===== src/rtl/uart_pkg.sv =====
// uart_pkg: shared definitions for the UART receiver and transmitter.
//   - uart_state_e : receiver frame states.
//   - UART_CLKS_PER_BIT_DEF / UART_DATA_BITS_DEF : default timing and width,
//     shared so both ends of the link agree on bit timing.
`timescale 1ns/1ps
package uart_pkg;

  localparam int unsigned UART_CLKS_PER_BIT_DEF = 16;
  localparam int unsigned UART_DATA_BITS_DEF    = 8;

  typedef enum logic [2:0] {
    IDLE,
    START,
    DATA,
    PARITY,
    STOP
  } uart_state_e;

endpackage


===== src/rtl/uart_bit_timer.sv =====
// uart_bit_timer: free-running bit-period counter for the UART receiver.
// Counts 0..ClksPerBit-1 and wraps; clr_i forces the count back to 0.
// Ports:
//   clk         in   system clock
//   rst         in   asynchronous active-high reset (count to 0)
//   clr_i       in   restart the bit period (count is 0 in the next cycle)
//   half_tick_o out  count == ClksPerBit/2-1 (bit centre after a clear on an edge)
//   full_tick_o out  count == ClksPerBit-1 (one full period elapsed)
`timescale 1ns/1ps
module uart_bit_timer #(
  parameter int unsigned ClksPerBit = 16
) (
  input  logic clk,
  input  logic rst,
  input  logic clr_i,
  output logic half_tick_o,
  output logic full_tick_o
);

  localparam int unsigned CntW = $clog2(ClksPerBit);
  localparam logic [CntW-1:0] HalfM1 = CntW'(ClksPerBit / 2 - 1);
  localparam logic [CntW-1:0] FullM1 = CntW'(ClksPerBit - 1);

  logic [CntW-1:0] cnt_q, cnt_d;

  always_comb begin
    cnt_d = cnt_q + CntW'(1);
    if (clr_i || (cnt_q == FullM1)) begin
      cnt_d = '0;
    end
  end

  always_ff @(posedge clk or posedge rst) begin
    if (rst) begin
      cnt_q <= '0;
    end else begin
      cnt_q <= cnt_d;
    end
  end

  assign half_tick_o = (cnt_q == HalfM1);
  assign full_tick_o = (cnt_q == FullM1);

endmodule


===== src/rtl/uart_rx_sampler.sv =====
// uart_rx_sampler: self-timed UART receiver (8N1 by default).
// Recovers frames from the asynchronous rxIn line with its own bit timer and
// presents each good byte through a one-deep valid/ack holding register.
// Optional feature: define UART_PARITY_EN for an even-parity bit after the data
// bits and a parityErr output.
// Ports:
//   clk        in   system clock
//   rst        in   asynchronous active-high reset
//   rxIn       in   serial line, idles high
//   rxAck      in   consumer takes rxData while rxValid=1
//   rxData     out  last accepted byte, changes only on a commit
//   rxValid    out  holding register full
//   rxBusy     out  receiver is inside a frame (not IDLE)
//   frameErr   out  1-cycle pulse: stop bit sampled low
//   parityErr  out  1-cycle pulse: parity mismatch (UART_PARITY_EN only)
//   overrun    out  1-cycle pulse: good frame dropped, holding register full
`timescale 1ns/1ps
module uart_rx_sampler
  import uart_pkg::*;
#(
  parameter int unsigned CLKS_PER_BIT = UART_CLKS_PER_BIT_DEF,
  parameter int unsigned DATA_BITS    = UART_DATA_BITS_DEF
) (
  input  logic                 clk,
  input  logic                 rst,
  input  logic                 rxIn,
  input  logic                 rxAck,
  output logic [DATA_BITS-1:0] rxData,
  output logic                 rxValid,
  output logic                 rxBusy,
  output logic                 frameErr,
`ifdef UART_PARITY_EN
  output logic                 parityErr,
`endif
  output logic                 overrun
);

  localparam int unsigned IdxW = $clog2(DATA_BITS + 1);

  // Two-flop synchroniser plus one delayed copy for edge detection.
  logic sync_q, rx_s_q, rx_prev_q;

  uart_state_e          state_q, state_d;
  logic [DATA_BITS-1:0] shift_q, shift_d;
  logic [IdxW-1:0]      bit_idx_q, bit_idx_d;
  logic                 commit_q, commit_d;
  logic [DATA_BITS-1:0] data_q, data_d;
  logic                 valid_q, valid_d;
  logic                 frame_err_q, frame_err_d;
  logic                 overrun_q, overrun_d;
`ifdef UART_PARITY_EN
  logic                 par_bit_q, par_bit_d;
  logic                 parity_err_q, parity_err_d;
`endif

  logic timer_clr, half_tick, full_tick;

  uart_bit_timer #(
    .ClksPerBit (CLKS_PER_BIT)
  ) u_bit_timer (
    .clk         (clk),
    .rst         (rst),
    .clr_i       (timer_clr),
    .half_tick_o (half_tick),
    .full_tick_o (full_tick)
  );

  // Frame FSM and shift register.
  always_comb begin
    state_d     = state_q;
    shift_d     = shift_q;
    bit_idx_d   = bit_idx_q;
    timer_clr   = 1'b0;
    commit_d    = 1'b0;
    frame_err_d = 1'b0;
`ifdef UART_PARITY_EN
    par_bit_d    = par_bit_q;
    parity_err_d = 1'b0;
`endif
    unique case (state_q)
      IDLE: begin
        // A true falling edge is required, so a held-low (break) line after a
        // framing error cannot restart reception until it has gone high.
        if (rx_prev_q && !rx_s_q) begin
          state_d   = START;
          timer_clr = 1'b1;
        end
      end
      START: begin
        if (half_tick) begin
          if (!rx_s_q) begin
            state_d   = DATA;
            timer_clr = 1'b1;
            bit_idx_d = '0;
          end else begin
            state_d = IDLE;
          end
        end
      end
      DATA: begin
        if (full_tick) begin
          shift_d              = shift_q >> 1;
          shift_d[DATA_BITS-1] = rx_s_q;
          bit_idx_d            = bit_idx_q + IdxW'(1);
          if (bit_idx_q == IdxW'(DATA_BITS - 1)) begin
`ifdef UART_PARITY_EN
            state_d = PARITY;
`else
            state_d = STOP;
`endif
          end
        end
      end
      PARITY: begin
`ifdef UART_PARITY_EN
        if (full_tick) begin
          par_bit_d = rx_s_q;
          state_d   = STOP;
        end
`else
        state_d = IDLE;
`endif
      end
      STOP: begin
        if (full_tick) begin
          state_d = IDLE;
          if (!rx_s_q) begin
            frame_err_d = 1'b1;
`ifdef UART_PARITY_EN
          end else if (^{shift_q, par_bit_q}) begin
            parity_err_d = 1'b1;
`endif
          end else begin
            commit_d = 1'b1;
          end
        end
      end
      default: state_d = IDLE;
    endcase
  end

  // Holding register: commit happens the cycle after the stop sample.
  always_comb begin
    data_d    = data_q;
    valid_d   = valid_q;
    overrun_d = 1'b0;
    if (commit_q) begin
      if (valid_q && !rxAck) begin
        overrun_d = 1'b1;
      end else begin
        data_d  = shift_q;
        valid_d = 1'b1;
      end
    end else if (valid_q && rxAck) begin
      valid_d = 1'b0;
    end
  end

  always_ff @(posedge clk or posedge rst) begin
    if (rst) begin
      sync_q       <= 1'b1;
      rx_s_q       <= 1'b1;
      rx_prev_q    <= 1'b1;
      state_q      <= IDLE;
      shift_q      <= '0;
      bit_idx_q    <= '0;
      commit_q     <= 1'b0;
      data_q       <= '0;
      valid_q      <= 1'b0;
      frame_err_q  <= 1'b0;
      overrun_q    <= 1'b0;
`ifdef UART_PARITY_EN
      par_bit_q    <= 1'b0;
      parity_err_q <= 1'b0;
`endif
    end else begin
      sync_q       <= rxIn;
      rx_s_q       <= sync_q;
      rx_prev_q    <= rx_s_q;
      state_q      <= state_d;
      shift_q      <= shift_d;
      bit_idx_q    <= bit_idx_d;
      commit_q     <= commit_d;
      data_q       <= data_d;
      valid_q      <= valid_d;
      frame_err_q  <= frame_err_d;
      overrun_q    <= overrun_d;
`ifdef UART_PARITY_EN
      par_bit_q    <= par_bit_d;
      parity_err_q <= parity_err_d;
`endif
    end
  end

  assign rxData   = data_q;
  assign rxValid  = valid_q;
  assign rxBusy   = (state_q != IDLE);
  assign frameErr = frame_err_q;
  assign overrun  = overrun_q;
`ifdef UART_PARITY_EN
  assign parityErr = parity_err_q;
`endif

endmodule


===== config.mk =====
export PLATFORM = sky130hd
export DESIGN_NAME = uart_rx_sampler
export DESIGN_NICKNAME = d
export VERILOG_FILES = /design/src/rtl/uart_pkg.sv /design/src/rtl/uart_bit_timer.sv /design/src/rtl/uart_rx_sampler.sv
export SDC_FILE = /design/constraint.sdc
export NUM_CORES = 1
export LEC_CHECK = 0
export ABC_AREA = 1
export ABC_CLOCK_PERIOD_IN_PS = 3300
export BUFFER_PORTS_ARGS = -buffer_cell sky130_fd_sc_hd__clkbuf_2
export CAP_MARGIN = 20
export CORE_MARGIN = 5
export CORE_UTILIZATION = 60
export DETAILED_ROUTE_END_ITERATION = 6
export GPL_ROUTABILITY_DRIVEN = 0
export HOLD_SLACK_MARGIN = 0.12
export PLACE_DENSITY = 0.81
export SLEW_MARGIN = 20
export SYNTH_ARGS = -nofsm -noshare
export SYNTH_HDL_FRONTEND = slang
export SYNTH_SLANG_ARGS = --single-unit

===== constraint.sdc =====
create_clock -name clk -period 3.3 [get_ports clk]
set_input_delay 0.495 -clock clk [delete_from_list [all_inputs] [get_ports clk]]
set_output_delay 0.495 -clock clk [all_outputs]
set_load 0.005 [all_outputs]

Yosys cells after proc, flatten, opt, wreduce, memory -nomap -nowiden
Cells that the tools add are included.

operators by class
  bitwise gates (word level) = 1
  mux-type cells = 26
  add/subtract/negate cells = 2
  reductions and logical operators = 15
  eq/ne operators = 13

operator list
  operator                                       number
  two-way mux 4 bit                              4
  two-way mux 3 bit                              5
  != test 2 bit, second input constant           7
  two-way mux 1 bit                              13
  one-hot mux 3 bit (4 select lines)             1
  adder 4 x 1 -> 4 bit, second input constant    2
  == test 4 x 3 -> 1 bit, second input constant  2
  one-hot mux 4 bit (2 select lines)             1
  AND reduction 2 bit                            3
  AND reduction 5 bit                            1
  == test 4 bit, second input constant           1
  AND reduction 4 bit                            1
  nonzero test 2 bit                             2
  == test 3 x 1 -> 1 bit, second input constant  1
  == test 3 x 2 -> 1 bit, second input constant  1
  == test 3 bit, second input constant           1
  logical AND 1 bit                              3
  logical NOT 3 bit                              1
  nonzero test 3 bit                             1
  logical NOT 1 bit                              2
  two-way mux 2 bit                              1
  one-hot mux 1 bit (2 select lines)             1
  logical OR 1 bit                               1
  inverter 1 bit                                 1

word-level totals
  register bits = 34
  input bits = 4
  output and inout bits = 12

Longest topological paths before layout
  word-level depth = 6
  mapped depth = 8
  gate-level depth less buffers = 8

Cells and area by module
Synthesis repeated with hierarchy kept, for this count alone.

unflattened totals
  cell total of the unflattened synthesis = 152
  area total of the unflattened synthesis = 1446.4 um2

by module, submodules not included
  module           area each (um2)  cells an instance  instances
  uart_rx_sampler  1246.2           131                1
  uart_bit_timer   200.2            21                 1

Worst setup path after synthesis
No wires, ideal clock.

  path type = reg-to-reg
  from = register u_bit_timer.cnt_q[0]
  to = register bit_idx_q[2]
  data required time = 3.182 ns
  setup time = 0.118 ns
  stages on the path, launching flop included = 9
  arrival time = 1.177 ns
  setup slack = 2.005 ns
  cell sequence = dfrtp_1 -> ha_1 -> nand2_1 -> nor2_1 -> nor2_2 -> nor2_4 -> nand2_2 -> nand2_1 -> o21ai_2

between the ends
  longest elaborated chain between the ends = 3

RTL lines
  item                                                     RTL line                                    RTL
  start, declared                                          uart_bit_timer.sv:24                        logic [CntW-1:0] cnt_q, cnt_d;
  start signal, assigned                                   uart_bit_timer.sv:37                        cnt_q <= cnt_d;
  == test 4 bit or == test 4 x 3 -> 1 bit (tied branches)  uart_bit_timer.sv:42, uart_bit_timer.sv:41
  != test 2 bit (no line)                                  n/a
  AND reduction 4 bit (no line) *                          n/a
  end signal, assigned                                     uart_rx_sampler.sv:182                      bit_idx_q <= bit_idx_d;
  end, declared                                            uart_rx_sampler.sv:45                       logic [IdxW-1:0] bit_idx_q, bit_idx_d;

Every way passes the cells marked *; elsewhere a longest branch is shown, timed or not.
A chain may end at the register's enable or synchronous reset.

Final worst setup path
  from = register state_q[1]
  to = output rxBusy

between the ends
  longest elaborated chain between the ends = 1

RTL lines
  item                    RTL line                RTL
  start, declared         uart_rx_sampler.sv:43   uart_state_e state_q, state_d;
  start signal, assigned  uart_rx_sampler.sv:180  state_q <= state_d;
  nonzero test 3 bit      uart_rx_sampler.sv:197  assign rxBusy = (state_q != IDLE);
  end, declared           uart_rx_sampler.sv:30   output logic rxBusy,

No other way between the ends.

==> reports/results.ini <==
[outcome]
run_status = finished, final reports clean

[clock_network]
cts-buffers-inserted = 5
max-clock-path-buffers = 2
cts.repair.resized = 0
clk_sinks = 34
htreeDepth = 2
clkSlewWorstSetupHoldPaths_ns = 0.10
clk_root_buffer_cell = clkbuf_4
clk_latency_ns = 0.34
cts_tree = yes

[power]
power_leakage_nw = 0.844
design_power_total_mw = 1.01
irDropWorstVdd_mv = 0.675
p_per_area_mw_per_mm2 = 616

[synthesis]
synth_compound_area_share_pct = 7.44
ys_seq_elements = 34
synthesis.area_mm2 = 0.00146
biggest_area_contributors_in_the_synthesized_netlist = dfrtp_1 (53%), nand2_1 (9.5%), dfstp_2 (5.4%)
multiplexer_area_fraction_after_synthesis_pct = 0.769
synth_seq_area_share_pct = 58.4
dominant_combinational_cell_family_by_area_after_synthesis = simple AND/OR/NAND/NOR gates
synth_top_area_share_pct = 53.0
synthesis.nets = 158
synth_largest_area_cell = dfrtp_1
syn_area_per_cell_um2 = 9.63
yosysWarningCount = 0
synthCells = 152
yosys.area_share.simple_pct = 24.0
yosys.area_share.xor_xnor_pct = 1.79
netlist-cell-type-count = 27
synthAdderAreaFrac_pct = 1.71

[routing]
wl_met3_um = 110
final_antenna_net_count = 0
remaining_drc_errors = 0
route.final.wire_length_um = 2520
via_per_inst = 5.07
wire_per_inst_um = 12.4
met2WireLength_um = 1230
drt_iter0_drc = 18
top_layer_used = met4
vias = 1029
drt-pass1-iter-count = 4
detail_route.wirelength.met1_um = 1130

[die]
io_pins = 16
die_w_um = 59.4
floorplan.die_area_mm2 = 0.00353
rows = 17
core_area_mm2 = 0.00228
start_util_pct = 64.3
die_height_um = 59.4

[critical_path]
path_max_fanout = 6
crit_end = rxBusy
worstReg2RegStart = u_bit_timer.cnt_q[0]
crit_path_cells = nor2_2, nand2_1, clkbuf_2
timing.reg2reg.setup_slack_ns = 1.83
crit_path_start = state_q[1]
timing.critical_path.from_type = register
worst-endpoint-arrival_ns = 1.26
critPathCaptureType = output pin
worstPathRequired_ns = 2.80
category_of_the_most_critical_setup_path = reg2out
worst_path_cell_with_the_longest_stage_delay = dfrtp_1
cpPeakStageDelay_ns = 0.46
worstRegToRegCells = 8
destination_of_the_worst_register_to_register_timing_path = bit_idx_q[1]

[sta]
worst_slew_margin_rel_pct = 72.1
final_min_period_over_clock_period_pct = 53.2
max_freq_mhz = 569
timing_max_transition_violations_final = 0
clock-skew-final_ns = 0.00328
hold_viol = 0
final_period_minus_worst_setup_slack_ns = 1.76
setup_viol_count_final = 0
setup_repair_after_global_routing_missed_its_margin = no
setup_slack_ns = 1.54
transition_time_of_the_tightest_slew_check_pin_ns = 0.419
setup_tns_ns = 0

[finish]
finalNetCount = 180
post-route-util_pct = 72.1
final_layout_size_suffix_gt1_share_pct = 26.3
filler_cell_count = 180
final_std_cells_w_o_fill = 203
synthToLayoutAreaGrowth_pct = 12.1
insertedDiodeCount = 0

[min_path]
hold_path_startpoint = rxIn
hp-class = in2reg

[placement]
dp_hpwl_um = 1790
dp_worst_setup_slack_ns = 1.79
place.port_buffers = 15
placedCellCount = 194

[global_route]
antenna_found_initial = 0
pin_count_of_the_biggest_net_entering_global_routing = 24
global_route_wire_length_before_repair_um = 4560
globalRouteOverflowTotal = 0
first_global_vias = 1064
grt_usage_pct = 17.9

[job]
drv_cap = 0

power by group:
part	internal, mW	total, mW	leakage, nW	switching [mW]
Clock	0.102	0.243	0.0343	0.141
Combinational	0.0929	0.257	0.354	0.165
Sequential	0.460	0.510	0.455	0.0507
logic make-up (layout without fill, tap and decap cells):
kind of cell             count (synthesis)  after routing
multiplexers                             1              1
AO/OA/AOI/OAI                           19             19
XOR/XNOR                                 3              3
flip-flops                              34             34
AND/OR/NAND/NOR                         72             72
buffers and inverters                   21             44
adder cells (fa/ha/maj)                  2              2
cell usage in the layout (no fill, tap or decap), types with 2 or more instances in the layout:
cell | netlist | final
nand2_2 | 2 | 2
clkbuf_4 | 0 | 5
dfstp_2 | 3 | 3
nor2_1 | 13 | 13
ha_1 | 2 | 2
nand3_2 | 2 | 2
o21ai_0 | 7 | 7
clkbuf_2 | 0 | 15
xor2_1 | 2 | 2
dfrtp_1 | 31 | 31
o21ai_1 | 7 | 7
nor2_2 | 4 | 4
nand3_1 | 7 | 7
inv_2 | 3 | 3
nor3_1 | 2 | 2
inv_1 | 16 | 16
o21ai_2 | 3 | 3
nand2_1 | 37 | 37
state kept, by name, indices dropped and copies added (netlist names):
register,cells
commit_q,1
shift_q,8
overrun,1
rxValid,1
bit_idx_q,4
rxData,8
u_bit_timer.cnt_q,4
rx_prev_q,1
sync_q,1
frameErr,1
state_q,3
rx_s_q,1
worst max-delay path: cells and delay by family, from the launching register on:
| kind | cells | cell delay (ns) |
|---|---|---|
| flip-flops | 1 | 0.46 |
| buffers and inverters | 1 | 0.13 |
| AND/OR/NAND/NOR | 2 | 0.33 |
synth_stat cells:
cell      count
nand2_1      37
dfrtp_1      31
inv_1        16
nor2_1       13
nand3_1       7
o21ai_0       7
o21ai_1       7
nor2_2        4
dfstp_2       3
inv_2         3
o21ai_2       3
ha_1          2
nand2_2       2
nand3_2       2
nor3_1        2
xor2_1        2
a31oi_1       1
buf_6         1
clkbuf_1      1
mux2_2        1
nand3_4       1
nand4_1       1
nor2_4        1
nor2_8        1
o22ai_1       1
or2_2         1
xnor2_1       1
worst min-delay path by stage:
| stage | endpoint | slack, ns | cells past startpoint |
|---|---|---|---|
| floorplan | rx_s_q | 0.35 | 0 |
| global placement | rx_s_q | 0.35 | 0 |
| detailed placement | rx_s_q | 0.36 | 0 |
| CTS | sync_q | 0.22 | 1 |
| global route | sync_q | 0.21 | 1 |
| finish | sync_q | 0.24 | 1 |
per-layer routing:
layer  GRT usage (%)  up-vias
met4            8.09        0
met2            28.5       16
met5               0        -
met1            21.6      484
met3            6.54        5
li1                -      524
cell type report:
class / count / area [um2] / area share (%)
clock buffers: 6 / 51.3 / 3.13
clock inverters: 2 / 12.5 / 0.763
inverters: 19 / 71.3 / 4.35
multi-input cells: 97 / 523 / 31.9
flip-flops and latches: 34 / 855 / 52.1
well taps: 28 / 35.0 / 2.14
repair buffers: 17 / 92.6 / 5.64
through the flow:
step,area (um2),hold WS (ns)
6_report,1640,0.236
5_1_grt,1640,0.210
4_1_cts,1640,0.220
3_5_place_dp,1570,0.355
3_3_place_gp,1570,0.346
2_1_floorplan,1460,0.345
timing repair:
item	in CTS	in global routing
setup buffers	0	0
hold buffers	1	0
endpoints found under the hold margin	8	0
Note: power is estimated with default switching activity, not from simulation.
